<file path="src/rtl/mmcm_reconfig_ctrl.sv">
// Applies a software-loaded table of DRP read-modify-write entries to the MMCM
// while holding it in reset, then releases reset and waits for lock.
module mmcm_reconfig_ctrl #(
  parameter int DEPTH   = 8,
  parameter int AW      = 11,
  parameter int DRDY_TO = 255,
  parameter int LOCK_TO = 65535
) (
  input  logic                       i_clk,
  input  logic                       i_resetn,
  input  logic                       tbl_wen,
  input  logic [$clog2(DEPTH)-1:0]   tbl_waddr,
  input  logic [AW+31:0]             tbl_wdata,
  input  logic                       i_start,
  input  logic [$clog2(DEPTH):0]     i_num,
  output logic [AW-1:0]              o_daddr,
  output logic                       o_den,
  output logic                       o_dwe,
  output logic [15:0]                o_din,
  input  logic [15:0]                i_dout,
  input  logic                       i_drdy,
  output logic                       o_mmcm_rst,
  input  logic                       i_locked,
  output logic                       o_busy,
  output logic                       o_done,
  output logic                       o_err,
  output logic [1:0]                 o_err_code
);

  localparam int IW = $clog2(DEPTH);
  localparam int CW = $clog2((LOCK_TO > DRDY_TO ? LOCK_TO : DRDY_TO) + 1);
  localparam logic [CW-1:0] DRDY_LAST = CW'(DRDY_TO - 1);
  localparam logic [CW-1:0] LOCK_LAST = CW'(LOCK_TO - 1);
  localparam logic [CW-1:0] CNT_ONE   = 1;
  localparam logic [IW:0]   NUM_ONE   = 1;
  localparam logic [IW-1:0] IDX_ONE   = 1;
  localparam logic [1:0]    ERR_DRDY  = 2'd1;
  localparam logic [1:0]    ERR_LOCK  = 2'd2;

  typedef enum logic [2:0] {
    IDLE, RST_ON, RD_REQ, RD_WAIT, WR_REQ, WR_WAIT, RST_OFF, LOCK_WAIT
  } state_e;

  state_e          state_q, state_d;
  logic [IW-1:0]   idx_q, idx_d;
  logic [IW:0]     num_q, num_d;
  logic [CW-1:0]   cnt_q, cnt_d;
  logic [AW-1:0]   daddr_q, daddr_d;
  logic            den_q, den_d;
  logic            dwe_q, dwe_d;
  logic [15:0]     din_q, din_d;
  logic            mmcm_rst_q, mmcm_rst_d;
  logic            busy_q, busy_d;
  logic            done_q, done_d;
  logic            err_q, err_d;
  logic [1:0]      err_code_q, err_code_d;

  logic [AW+31:0]  tbl_q [DEPTH];
  logic [IW-1:0]   nxt_idx;
  logic [AW-1:0]   first_addr, nxt_addr;
  logic [15:0]     cur_mask, cur_data;
  logic            last_entry;

  always_ff @(posedge i_clk) begin
    if (tbl_wen && !busy_q) tbl_q[tbl_waddr] <= tbl_wdata;
  end

  // Table is frozen while busy, so entry fields can be read directly from it.
  assign nxt_idx    = idx_q + IDX_ONE;
  assign first_addr = tbl_q[0][AW+31:32];
  assign nxt_addr   = tbl_q[nxt_idx][AW+31:32];
  assign cur_mask   = tbl_q[idx_q][31:16];
  assign cur_data   = tbl_q[idx_q][15:0];
  assign last_entry = ({1'b0, idx_q} == (num_q - NUM_ONE));

  // Outputs are registered from the next state, so each is valid for the
  // whole cycle of the state it belongs to.
  always_comb begin
    state_d    = state_q;
    idx_d      = idx_q;
    num_d      = num_q;
    cnt_d      = cnt_q;
    daddr_d    = daddr_q;
    den_d      = 1'b0;
    dwe_d      = 1'b0;
    din_d      = din_q;
    mmcm_rst_d = mmcm_rst_q;
    busy_d     = busy_q;
    done_d     = 1'b0;
    err_d      = err_q;
    err_code_d = err_code_q;
    case (state_q)
      IDLE: begin
        if (i_start) begin
          num_d      = i_num;
          err_d      = 1'b0;
          err_code_d = '0;
          busy_d     = 1'b1;
          mmcm_rst_d = 1'b1;
          state_d    = RST_ON;
        end
      end
      RST_ON: begin
        if (num_q == '0) begin
          mmcm_rst_d = 1'b0;
          cnt_d      = '0;
          state_d    = RST_OFF;
        end else begin
          idx_d   = '0;
          daddr_d = first_addr;
          den_d   = 1'b1;
          state_d = RD_REQ;
        end
      end
      RD_REQ: begin
        cnt_d   = '0;
        state_d = RD_WAIT;
      end
      RD_WAIT: begin
        if (i_drdy) begin
          din_d   = (i_dout & cur_mask) | (cur_data & ~cur_mask);
          den_d   = 1'b1;
          dwe_d   = 1'b1;
          state_d = WR_REQ;
        end else if (cnt_q == DRDY_LAST) begin
          err_d      = 1'b1;
          err_code_d = ERR_DRDY;
          mmcm_rst_d = 1'b0;
          cnt_d      = '0;
          state_d    = RST_OFF;
        end else begin
          cnt_d = cnt_q + CNT_ONE;
        end
      end
      WR_REQ: begin
        cnt_d   = '0;
        state_d = WR_WAIT;
      end
      WR_WAIT: begin
        if (i_drdy) begin
          if (last_entry) begin
            mmcm_rst_d = 1'b0;
            cnt_d      = '0;
            state_d    = RST_OFF;
          end else begin
            idx_d   = nxt_idx;
            daddr_d = nxt_addr;
            den_d   = 1'b1;
            state_d = RD_REQ;
          end
        end else if (cnt_q == DRDY_LAST) begin
          err_d      = 1'b1;
          err_code_d = ERR_DRDY;
          mmcm_rst_d = 1'b0;
          cnt_d      = '0;
          state_d    = RST_OFF;
        end else begin
          cnt_d = cnt_q + CNT_ONE;
        end
      end
      RST_OFF: begin
        cnt_d   = '0;
        state_d = LOCK_WAIT;
      end
      LOCK_WAIT: begin
        if (i_locked) begin
          busy_d  = 1'b0;
          done_d  = !err_q;
          state_d = IDLE;
        end else if (cnt_q == LOCK_LAST) begin
          err_d = 1'b1;
          if (err_code_q != ERR_DRDY) err_code_d = ERR_LOCK;
          busy_d  = 1'b0;
          state_d = IDLE;
        end else begin
          cnt_d = cnt_q + CNT_ONE;
        end
      end
      default: state_d = IDLE;
    endcase
  end

  always_ff @(posedge i_clk or negedge i_resetn) begin
    if (!i_resetn) begin
      state_q    <= IDLE;
      idx_q      <= '0;
      num_q      <= '0;
      cnt_q      <= '0;
      daddr_q    <= '0;
      den_q      <= 1'b0;
      dwe_q      <= 1'b0;
      din_q      <= '0;
      mmcm_rst_q <= 1'b0;
      busy_q     <= 1'b0;
      done_q     <= 1'b0;
      err_q      <= 1'b0;
      err_code_q <= '0;
    end else begin
      state_q    <= state_d;
      idx_q      <= idx_d;
      num_q      <= num_d;
      cnt_q      <= cnt_d;
      daddr_q    <= daddr_d;
      den_q      <= den_d;
      dwe_q      <= dwe_d;
      din_q      <= din_d;
      mmcm_rst_q <= mmcm_rst_d;
      busy_q     <= busy_d;
      done_q     <= done_d;
      err_q      <= err_d;
      err_code_q <= err_code_d;
    end
  end

  assign o_daddr    = daddr_q;
  assign o_den      = den_q;
  assign o_dwe      = dwe_q;
  assign o_din      = din_q;
  assign o_mmcm_rst = mmcm_rst_q;
  assign o_busy     = busy_q;
  assign o_done     = done_q;
  assign o_err      = err_q;
  assign o_err_code = err_code_q;

endmodule

</file>
<file path="config.mk">
export PLATFORM = sky130hd
export DESIGN_NAME = mmcm_reconfig_ctrl
export DESIGN_NICKNAME = d
export VERILOG_FILES = /design/src/rtl/mmcm_reconfig_ctrl.sv
export SDC_FILE = /design/constraint.sdc
export NUM_CORES = 1
export LEC_CHECK = 0
export CAP_MARGIN = 20
export CORE_UTILIZATION = 53
export DETAILED_ROUTE_END_ITERATION = 10
export PLACE_DENSITY = 0.77
export SLEW_MARGIN = 20
export SYNTH_ARGS = -nofsm -noshare
export SYNTH_HDL_FRONTEND = slang
export SYNTH_SLANG_ARGS = --single-unit
</file>
<file path="constraint.sdc">
create_clock -name i_clk -period 6.2 [get_ports i_clk]
set_input_delay 1.55 -clock i_clk [delete_from_list [all_inputs] [get_ports i_clk]]
set_output_delay 1.55 -clock i_clk [all_outputs]
set_load 0.005 [all_outputs]
</file>
==> summary.txt, run 1 <==
Die
  – Initial Util: 0.5406
  – IO Pins: 107
  – Die ar.: 0.03101 sq mm
  – Die height: 176.1 microns
  – Cell Rows: 63
  – Die W: 176.1 microns
  – Core area: 0.02972 sq mm

Drt
  – Routed wire length: 32,590 microns
  – Antenna Nets Post-Route: 0
  – DRT Pass-1 Iters: 5
  – DRC marker count from the first detailed-route iteration: 828
  – Via count: 8,409
  – WL per Instance: 23.08 microns
  – DR DRC count: 0
  – Via/cell ratio: 5.955

Clock network
  – Clock-pin slew on the worst setup and hold paths: 0.06 ns
  – Clk_lat worst skew: 0.54 ns
  – Clock sink count: 405
  – Post-CTS setup repair buffer count: 0
  – H-tree levels: 2
  – Root Driver: clkbuf_16
  – Clk buf depth: 3
  – Post-CTS Resized: 0
  – CTS tree: yes
  – Total CTS buffers: 40
  – Hold-fix buffers, CTS: 0

Min path
  – Hold crit path type: reg2reg
  – Min-delay src: o_err

STA
  – Worst slew pin tran: 1.001 ns
  – Skew final: 0.02179 ns
  – TNS Setup: 0 ns
  – Hold WS: 0.4737 ns
  – Final worst slack: 2.644 ns
  – RSZ-0062 raised after global routing: no
  – Final setup vio count: 0
  – Relative slew slack: 0.3309
  – Final worst path period share: 0.5735
  – Max Slew Vio Count: 0
  – Hold Vio Cnt, Final: 0
  – Min Tclk post-route: 3.556 ns
  – Achievable frequency: 281.2 MHz

Placement
  – Port Buffers: 106
  – Area after DPL: 0.01761 sq mm
  – Placed Cells: 1,340
  – Dpl ws: 2.078 ns
  – Placer congestion estimate: 0.8211
  – Post-DP HPWL: 18,250 microns

Synth
  – Ys flop type: edfxtp_1
  – Synth cell types: 52
  – Share of the synthesized area in the top cell type: 0.6430
  – Cell count after synthesis: 870
  – Synth Warn #: 0
  – Post-Syn Area per Cell: 18.46 sq um
  – Post-Syn Nets: 947
  – Sequential share of the synthesized area: 0.7381
  – Syn Std Cell Area: 0.01606 sq mm
  – Synth area leaders: edfxtp_1, mux4_2, dfrtp_1, o21ai_0, mux2i_1
  – Yosys reg bits: 405
  – FFs w/ async S/R, synth: 0.1506
  – Yosys top cell by area: edfxtp_1
  – EDFF count, synth: 344

GRT
  – Vias in the first global route: 8,818
  – Antenna violations before repair: 2
  – All-Layer GR Usage: 0.2179
  – First-pass GRT wire length: 50,290 microns
  – Largest net degree at the start of global routing: 68
  – Gr ovfl total: 0

Critical path
  – WP data arrival: 3.74 ns
  – Crit end category: register
  – Max Fanout on Critical Path: 23
  – Crit path launch: tbl_wen
  – FF-to-FF Start: idx_q[1]
  – Crit path max-delay cell type: nor2_4
  – Max incr delay on CP: 0.65 ns
  – Setup crit start kind: input port
  – CP Data Required Time: 6.39 ns
  – Worst path bufs/invs: 2
  – Setup CP Type: in2reg
  – Crit path max-delay family: simple AND/OR/NAND/NOR gates
  – Crit path cell chain: clkdlybuf4s50_1 -> or3b_2 -> nor2_4 -> buf_4

Layout
  – Final Instance Area: 0.01892 sq mm
  – Final Util: 0.6365
  – Register area: 0.01186 sq mm
  – Filler instances: 1,981
  – Final Instance Count excl. Fillers: 1,412
  – Nets: 1,069
  – Area Growth Syn to Fin: 17.75%
  – Multi-input logic area: 0.004050 sq mm
  – Share of layout cells above drive strength 1: 0.1978

Pwr
  – Pwr dens: 398.3 mW/mm^2
  – P_leak: 6.249 nW
  – Total power: 7.534 mW
  – Worst vdd rail ir drop: 0.2772 mV

Flow run
  – Maxcap violations: 0

Status
  – Status: complete, no violations
[cells in the mapped netlist, types with 4 or more instances]
master,instances
edfxtp_1,344
mux4_2,86
o21ai_0,67
nand2_1,63
dfrtp_1,61
nor2_1,32
mux2i_1,28
a21oi_1,22
clkbuf_1,21
mux2_2,19
buf_2,13
inv_1,10
nand3_1,10
nand2b_1,9
o31ai_1,8
buf_1,6
ha_1,5
nand4_1,5
nor3_1,4
xor2_1,4
[per-layer routing]
layer	wire length, microns	global-route usage
met1	13510	0.2892
met2	16730	0.3681
met3	1582	0.03553
met4	760	0.07536
met5	17	0
[state kept, by name, indices dropped and copies added, names as in the netlist]
name and flops:
tbl_q 344, o_busy 1, cnt_q 16, num_q 4
idx_q 3, o_err 1, o_err_code 2, state_q 3
o_daddr 11, o_den 1, o_din 16, o_done 1
o_dwe 1, o_mmcm_rst 1
[worst reg2reg max path, delay by kind of cell, from the launching register on]
family          cells  cell delay [ns]
simple gates        3             1.11
buf+inv             2             1.01
flops               1             0.34
compound gates      2             0.25
xor+xnor            1             0.20
[cells in the final DEF, fill, tap and decap left out, types with 10 or more instances in the layout]
| cell | instances |
|---|---|
| mux2i_1 | 28 |
| nand3_1 | 10 |
| dfrtp_1 | 59 |
| clkbuf_16 | 41 |
| nand2_1 | 63 |
| clkdlybuf4s50_1 | 105 |
| inv_1 | 10 |
| mux4_2 | 86 |
| buf_4 | 16 |
| mux2_2 | 19 |
| nor2_1 | 26 |
| o21ai_0 | 67 |
| edfxtp_1 | 344 |
| a21oi_1 | 21 |
[power by group]
group	internal [mW]	switching, mW	total (mW)
sequential	3.16	0.187	3.35
clock	1.39	1.00	2.39
combinational	0.917	0.877	1.79
[logic make-up after synthesis]
group                    after synthesis  synth area share
AO/OA/AOI/OAI                        118           0.04370
XOR/XNOR                               5          0.003660
adder cells (fa/ha/maj)                5          0.003894
buffers and inverters                 52           0.01363
flip-flops                           405            0.7381
multiplexers                         133            0.1513
AND/OR/NAND/NOR                      152           0.04572
[final cells by class]
| cell class | instances | area share |
|---|---|---|
| Multi-Input combinational cell | 413 | 0.2141 |
| Inverter | 10 | 0.001984 |
| Sequential cell | 405 | 0.6271 |
| Timing Repair Buffer | 122 | 0.06218 |
| Clock buffer | 47 | 0.05543 |
| Antenna cell | 1 | 0.0001323 |
| Clock inverter | 24 | 0.01330 |
| Tap cell | 390 | 0.02580 |
[final timing paths]
kind / end / slack, ns / depth (start not counted)
worst min-delay path: o_done / 0.47 / 1
worst min register to register: o_done / 0.47 / 1
worst max register to register: cnt_q[14] / 3.20 / 8
worst max-delay path: tbl_q[5][19] / 2.64 / 4
max in group asynchronous: idx_q[0] / 4.18 / 2
min in group asynchronous: o_din[4] / 0.96 / 1
(Power assumes the default switching activity.)
==> inputs of run 2 (changes only) <==
--- a/config.mk
+++ b/config.mk
@@ -8,7 +8,7 @@
 export CAP_MARGIN = 20
 export CORE_UTILIZATION = 53
 export DETAILED_ROUTE_END_ITERATION = 10
-export PLACE_DENSITY = 0.77
+export PLACE_DENSITY = 0.8
 export SLEW_MARGIN = 20
 export SYNTH_ARGS = -nofsm -noshare
 export SYNTH_HDL_FRONTEND = slang
==> constraint.sdc (replaced) <==
create_clock -name i_clk -period 3.1 [get_ports i_clk]
set_input_delay 0.775 -clock i_clk [delete_from_list [all_inputs] [get_ports i_clk]]
set_output_delay 0.775 -clock i_clk [all_outputs]
set_load 0.005 [all_outputs]
==> run 2 against run 1 <==
Clock power rose by 110%. Clock skew rose by 0.0024 ns. Clock-buffer cell count rose by 15. Sequential power rose by 99%. Power rose by 100%. Design area rose by 1.5%. Sequential cell count did not move. Register-to-register slack got worse by 2.7 ns. Utilization rose by 0.94 points. Critical endpoint is now cnt_q[15]. Largest cell class unchanged.
==> summary.txt, run 2 (synthesis results as in run 1) <==
Drt
  – WL per Instance: 22.78 microns (was 23.08 microns)
  – Antenna Nets Post-Route: 0 (unchanged)
  – Routed wire length: 32,400 microns (was 32,590 microns)
  – DRC marker count from the first detailed-route iteration: 598 (was 828)
  – DR DRC count: 0 (unchanged)
  – Via count: 8,360 (was 8,409)
  – Via/cell ratio: 5.879 (was 5.955)
  – DRT Pass-1 Iters: 4 (was 5)

Placement
  – Placer congestion estimate: 0.7940 (was 0.8211)
  – Post-DP HPWL: 17,970 microns (was 18,250 microns)
  – Port Buffers: 106 (unchanged)
  – Area after DPL: 0.01783 sq mm (was 0.01761 sq mm)

Layout
  – Commonest non-fill, non-tap cell in the layout: edfxtp_1 (unchanged)
  – Most frequent cells in the layout: edfxtp_1, clkdlybuf4s50_1, mux4_2, o21ai_0, nand2_1 (unchanged)
  – Most flop-heavy register: tbl_q (unchanged)
  – Nets: 1,077 (was 1,069)
  – Final Util: 0.6459 (was 0.6365)
  – Area Growth Syn to Fin: 19.49% (was 17.75%)
  – Max FFs per register: 344 (unchanged)
  – Final Instance Area: 0.01919 sq mm (was 0.01892 sq mm)
  – Share of layout cells above drive strength 1: 0.2027 (was 0.1978)

Pwr
  – Cell internal pwr: 11.21 mW (was 5.468 mW)
  – Clock share of power: 0.323 (was 0.317)
  – Worst vdd rail ir drop: 0.5311 mV (was 0.2772 mV)
  – P_leak: 6.354 nW (was 6.249 nW)
  – Switch share: 0.2706 (was 0.2742)
  – Part of the power in registers: 0.433 (was 0.445)
  – Power share of the combinational group: 0.243 (was 0.238)
  – NetSw: 4.161 mW (was 2.066 mW)
  – Pwr dens: 801.0 mW/mm^2 (was 398.3 mW/mm^2)

GRT
  – First-pass GRT wire length: 50,650 microns (was 50,290 microns)
  – All-Layer GR Usage: 0.2180 (was 0.2179)
  – Gr ovfl total: 0 (unchanged)
  – Vias in the first global route: 8,868 (was 8,818)
  – Largest net degree at the start of global routing: 49 (was 68)
  – Antenna violations before repair: 1 (was 2)

STA
  – Worst slew pin tran: 0.8938 ns (was 1.001 ns)
  – Final worst path period share: 0.8409
  – Skew final: 0.02417 ns (was 0.02179 ns)
  – RSZ-0062 raised after global routing: no (unchanged)
  – Max Slew Vio Count: 0 (unchanged)
  – Achievable frequency: 383.6 MHz
  – Min Tclk post-route: 2.607 ns
  – Hold Vio Cnt, Final: 0 (unchanged)
  – Final setup vio count: 0 (unchanged)
  – Relative slew slack: 0.4041 (was 0.3309)

Critical path
  – Setup CP Type: reg2reg (was in2reg)
  – CP Data Required Time: 3.54 ns (was 6.39 ns)
  – Max Fanout on Critical Path: 17 (was 23)
  – Setup crit start kind: register (was input port)
  – WP data arrival: 3.04 ns (was 3.74 ns)
  – Crit end category: register (unchanged)

Die
  – Cell Rows: 63 (unchanged)
  – Core area: 0.02972 sq mm (unchanged)
  – Die W: 176.1 microns (unchanged)
  – IO Pins: 107 (unchanged)
  – Die height: 176.1 microns (unchanged)
  – Die ar.: 0.03101 sq mm (unchanged)
  – Initial Util: 0.5406 (unchanged)

Clock network
  – Post-CTS setup repair buffer count: 0 (unchanged)
  – Total CTS buffers: 41 (was 40)
  – Clk buf depth: 3 (unchanged)
  – Clk_lat worst skew: 0.54 ns (about the same)
  – Hold-fix buffers, CTS: 0 (unchanged)
  – CTS tree: yes (unchanged)
  – Root Driver: clkbuf_16 (unchanged)
  – Clock-pin slew on the worst setup and hold paths: 0.06 ns (about the same)
  – Clock sink count: 405 (unchanged)
  – Post-CTS Resized: 0 (unchanged)
  – H-tree levels: 2 (unchanged)

Min path
  – Hold crit path type: in2async (was reg2reg)

Flow run
  – Maxcap violations: 0 (unchanged)

Status
  – Status: complete, no violations (unchanged)
[run 2: per-stage QoR]
stage | cells | TNS (ns) | total power [mW] | hold slack (ns) | setup WS, ns
global placement | 1347 | 0 | 10.40 | 0.4587 | 0.2350
finish | 1422 | 0 | 15.38 | 0.1958 | 0.4931
detailed placement | 1347 | 0 | 10.49 | 0.4644 | 0.1540
CTS | 1421 | 0 | 15.49 | 0.2155 | 0.4619
floorplan | 870 | -74.96 | 9.212 | 0.4449 | -0.4762
global route | 1421 | 0 | 16.07 | 0.2315 | 0.2564
[run 2: worst paths after layout]
path                            slack (ns)        end  cells past startpoint     start
worst max-delay path                  0.49  cnt_q[15]                      8  num_q[0]
worst min-delay path                  0.20      o_dwe                      1  i_resetn
worst max register to register        0.49  cnt_q[15]                      8  num_q[0]
worst min register to register        0.48   o_din[0]                      2  o_din[0]
max in group asynchronous             2.26   idx_q[0]                      2  i_resetn
min in group i_clk                    0.48   o_din[0]                      2  o_din[0]
[run 2: power groups by stage]
stage                     sequential (mW)  clock (mW)  combinational [mW]
final                                6.66        4.97                3.74
after global routing                 6.71        5.24                4.11
after CTS                            6.66        5.03                3.80
after detailed placement             6.76           0                3.73
after global placement               6.74           0                3.65
after floorplan                      6.63           0                2.58
[run 2: layout make-up]
class / count / area (sq um)
clock buffer: 62 / 1176
clock inverter: 12 / 190.2
antenna: 1 / 2.502
inverter: 10 / 37.54
fill: 1941 / 10520
sequential: 405 / 11860
multi-input combinational: 413 / 4060
tap: 390 / 488.0
timing repair buffer: 129 / 1379
[run 2: metal layers]
metal | up-vias | GRT usage | wire length [microns]
li1 | 3730 | - | -
met1 | 4243 | 0.2851 | 12890
met2 | 309 | 0.3681 | 16500
met3 | 78 | 0.03445 | 1877
met4 | 0 | 0.08732 | 1125
met5 | - | 0 | 0
[run 2: critical path, stage by stage (launching register included)]
cell and delay [ns]:
dfrtp_1 0.41, inv_1 0.11, ha_1 0.14, or3b_2 0.47, a32o_1 0.28, a21oi_2 0.27
nand2_1 0.40, a21o_1 0.27, a21o_1 0.17
==> inputs of run 3 (changes only) <==
==> constraint.sdc (replaced) <==
create_clock -name i_clk -period 2.1 [get_ports i_clk]
set_input_delay 0.525 -clock i_clk [delete_from_list [all_inputs] [get_ports i_clk]]
set_output_delay 0.525 -clock i_clk [all_outputs]
set_load 0.005 [all_outputs]
==> run 3 against run 2 <==
The run now ends with setup timing left. First-iteration DRC count rose by 52%. Critical endpoint is now cnt_q[5]. Clock skew fell by 0.0028 ns. Register-to-register slack got worse by 0.65 ns. Design area rose by 8.2%. Hold slack improved by 0.29 ns. Utilization rose by 5.3 points. Highest routed layer unchanged. Fmax rose by 15%. Sequential share of layout area fell by 4.7 points. Largest power group unchanged.
==> summary.txt, run 3 (synthesis results as in run 1) <==
Pwr
  – Pwr dens: 1214 mW/mm^2 (was 801.0 mW/mm^2)
  – Worst vdd rail ir drop: 0.8775 mV (was 0.5311 mV)
  – Clock share of power: 0.290 (was 0.323)
  – Cell internal pwr: 18.10 mW (was 11.21 mW)
  – Switch share: 0.2823 (was 0.2706)
  – Power share of the combinational group: 0.323 (was 0.243)
  – P_leak: 7.158 nW (was 6.354 nW)
  – NetSw: 7.120 mW (was 4.161 mW)
  – Part of the power in registers: 0.386 (was 0.433)

STA
  – Final setup vio count: 21 (was 0)
  – Final worst path period share: 1.076 (was 0.8409)
  – Max Slew Vio Count: 0 (unchanged)
  – Achievable frequency: 442.6 MHz (was 383.6 MHz)
  – Final worst slack: -0.1593 ns (was 0.4931 ns)
  – Worst slew pin tran: 0.5986 ns (was 0.8938 ns)
  – Min Tclk post-route: 2.259 ns (was 2.607 ns)
  – Hold Vio Cnt, Final: 0 (unchanged)
  – RSZ-0062 raised after global routing: yes (was no)
  – Relative slew slack: 0.6010 (was 0.4041)
  – Skew final: 0.02139 ns (was 0.02417 ns)

Critical path
  – FF-to-FF Start: cnt_q[10] (was num_q[0])
  – Setup CP Type: reg2reg (unchanged)
  – CP Data Required Time: 2.50 ns (was 3.54 ns)
  – Max Fanout on Critical Path: 5 (was 17)
  – WP data arrival: 2.66 ns (was 3.04 ns)
  – Crit end category: register (unchanged)
  – Reg2Reg Setup Slack: -0.16 ns (was 0.49 ns)
  – Setup crit start kind: register (unchanged)
  – R2R cell count: 8 (unchanged)
  – Reg2reg end: cnt_q[5] (was cnt_q[15])

Clock network
  – Root Driver: clkbuf_16 (unchanged)
  – Clk buf depth: 3 (unchanged)
  – Clock sink count: 405 (unchanged)
  – Clock-pin slew on the worst setup and hold paths: 0.07 ns (was 0.06 ns)
  – H-tree levels: 2 (unchanged)
  – Clk_lat worst skew: 0.54 ns (about the same)
  – Total CTS buffers: 41 (unchanged)
  – CTS tree: yes (unchanged)

Layout
  – Share of layout cells above drive strength 1: 0.3200 (was 0.2027)
  – Commonest non-fill, non-tap cell in the layout: edfxtp_1 (unchanged)
  – Final Instance Count excl. Fillers: 1,541 (was 1,422)
  – Most frequent cells in the layout: edfxtp_1, clkdlybuf4s50_1, mux4_2, buf_4, nand2_1 (was edfxtp_1, clkdlybuf4s50_1, mux4_2, o21ai_0, nand2_1)
  – Area Growth Syn to Fin: 29.34% (was 19.49%)
  – Most flop-heavy register: tbl_q (unchanged)
  – Final Instance Area: 0.02078 sq mm (was 0.01919 sq mm)
  – Nets: 1,191 (was 1,077)
  – Max FFs per register: 344 (unchanged)

Placement
  – Port Buffers: 106 (unchanged)
  – Area after DPL: 0.01864 sq mm (was 0.01783 sq mm)
  – Placed Cells: 1,424 (was 1,347)
  – Post-DP HPWL: 21,010 microns (was 17,970 microns)
  – Placer congestion estimate: 0.8184 (was 0.7940)

Die
  – Die ar.: 0.03101 sq mm (unchanged)
  – IO Pins: 107 (unchanged)
  – Initial Util: 0.5406 (unchanged)
  – Die height: 176.1 microns (unchanged)
  – Core area: 0.02972 sq mm (unchanged)
  – Cell Rows: 63 (unchanged)
  – Die W: 176.1 microns (unchanged)

Drt
  – Via count: 9,217 (was 8,360)
  – Routed wire length: 37,150 microns (was 32,400 microns)
  – WL per Instance: 24.11 microns (was 22.78 microns)
  – Antenna Nets Post-Route: 0 (unchanged)
  – DR DRC count: 0 (unchanged)
  – DRC marker count from the first detailed-route iteration: 910 (was 598)
  – Via/cell ratio: 5.981 (was 5.879)
  – DRT Pass-1 Iters: 5 (was 4)

GRT
  – Antenna violations before repair: 4 (was 1)
  – First-pass GRT wire length: 54,280 microns (was 50,650 microns)
  – Gr ovfl total: 0 (unchanged)
  – All-Layer GR Usage: 0.2367 (was 0.2180)
  – Largest net degree at the start of global routing: 44 (was 49)
  – Vias in the first global route: 9,415 (was 8,868)

Min path
  – WHS Path Cells: 2
  – Min-delay src: o_din[5]
  – Hold EP: o_din[5]
  – Hold crit path type: reg2reg (was in2async)

Status
  – Failing checks: setup timing
  – Status: complete, but fails checks (was complete, no violations)

Flow run
  – Maxcap violations: 0 (unchanged)
## run 3: cell type report
cell class	instances	area, sq um
Antenna cell	4	10.01
Clock buffer	48	1074
Clock inverter	28	286.5
Fill cell	1762	8940
Inverter	10	37.54
Multi-Input combinational cell	415	4338
Sequential cell	405	11860
Tap cell	390	488.0
Timing Repair Buffer	241	2681
## run 3: worst max path at each step
stage                 start       endpoint  slack, ns  cells after the start
3_5_place_dp         i_drdy       cnt_q[3]      -0.27                      7
3_3_place_gp        tbl_wen   tbl_q[4][21]      -0.23                      5
5_1_grt           cnt_q[10]       cnt_q[8]      -0.21                      8
6_report          cnt_q[10]       cnt_q[5]      -0.16                      8
2_1_floorplan  tbl_waddr[1]    tbl_q[0][0]      -0.38                      2
4_1_cts           cnt_q[15]  o_err_code[1]      -0.07                      6
## run 3: power groups by stage
stage	registers [mW]	logic, mW	clock network, mW
CTS	9.75	7.10	7.39
detailed placement	9.89	6.47	0
global route	9.80	8.65	7.71
finish	9.75	8.15	7.32
floorplan	9.78	3.97	0
global placement	9.86	6.30	0
## run 3: metrics by stage
step,power (mW),util,setup WS [ns],setup TNS (ns),hold slack (ns)
2_1_floorplan,13.76,-,-0.3769,-27.37,0.2294
3_5_place_dp,16.36,0.6272,-0.2746,-38.99,0.4671
5_1_grt,26.17,0.6992,-0.2087,-3.195,0.4990
6_report,25.22,0.6992,-0.1593,-1.307,0.4834
3_3_place_gp,16.16,0.6272,-0.2251,-34.67,0.4587
4_1_cts,24.23,0.6833,-0.07066,-0.6156,0.4839
## run 3: per-layer routing
layer / routed length [microns] / share of wire / global-route usage / vias to the layer above
met5: 0 / 0 / 0 / -
met4: 1207 / 0.032 / 0.08913 / 0
met3: 2469 / 0.066 / 0.03704 / 87
met2: 19250 / 0.52 / 0.4055 / 440
met1: 14230 / 0.38 / 0.3063 / 4689
li1: - / - / - / 4001
## run 3: timing repair
item | CTS | global route
endpoints found under the setup margin | 31 | 55
endpoints found under the hold margin | 18 | 0
gates cloned | 3 | 4
pin swaps | 12 | 21
buffers inserted | 12 | 18
gates resized for setup | 37 | 91
hold buffers | 1 | 0
## run 3: critical path, cell delays in order, from the launching register on
cell	delay (ns)
dfrtp_1	0.39
or4_4	0.56
o41ai_4	0.32
buf_4	0.18
o221ai_4	0.12
buf_6	0.17
and2_4	0.13
o21ai_2	0.15
o31ai_1	0.10
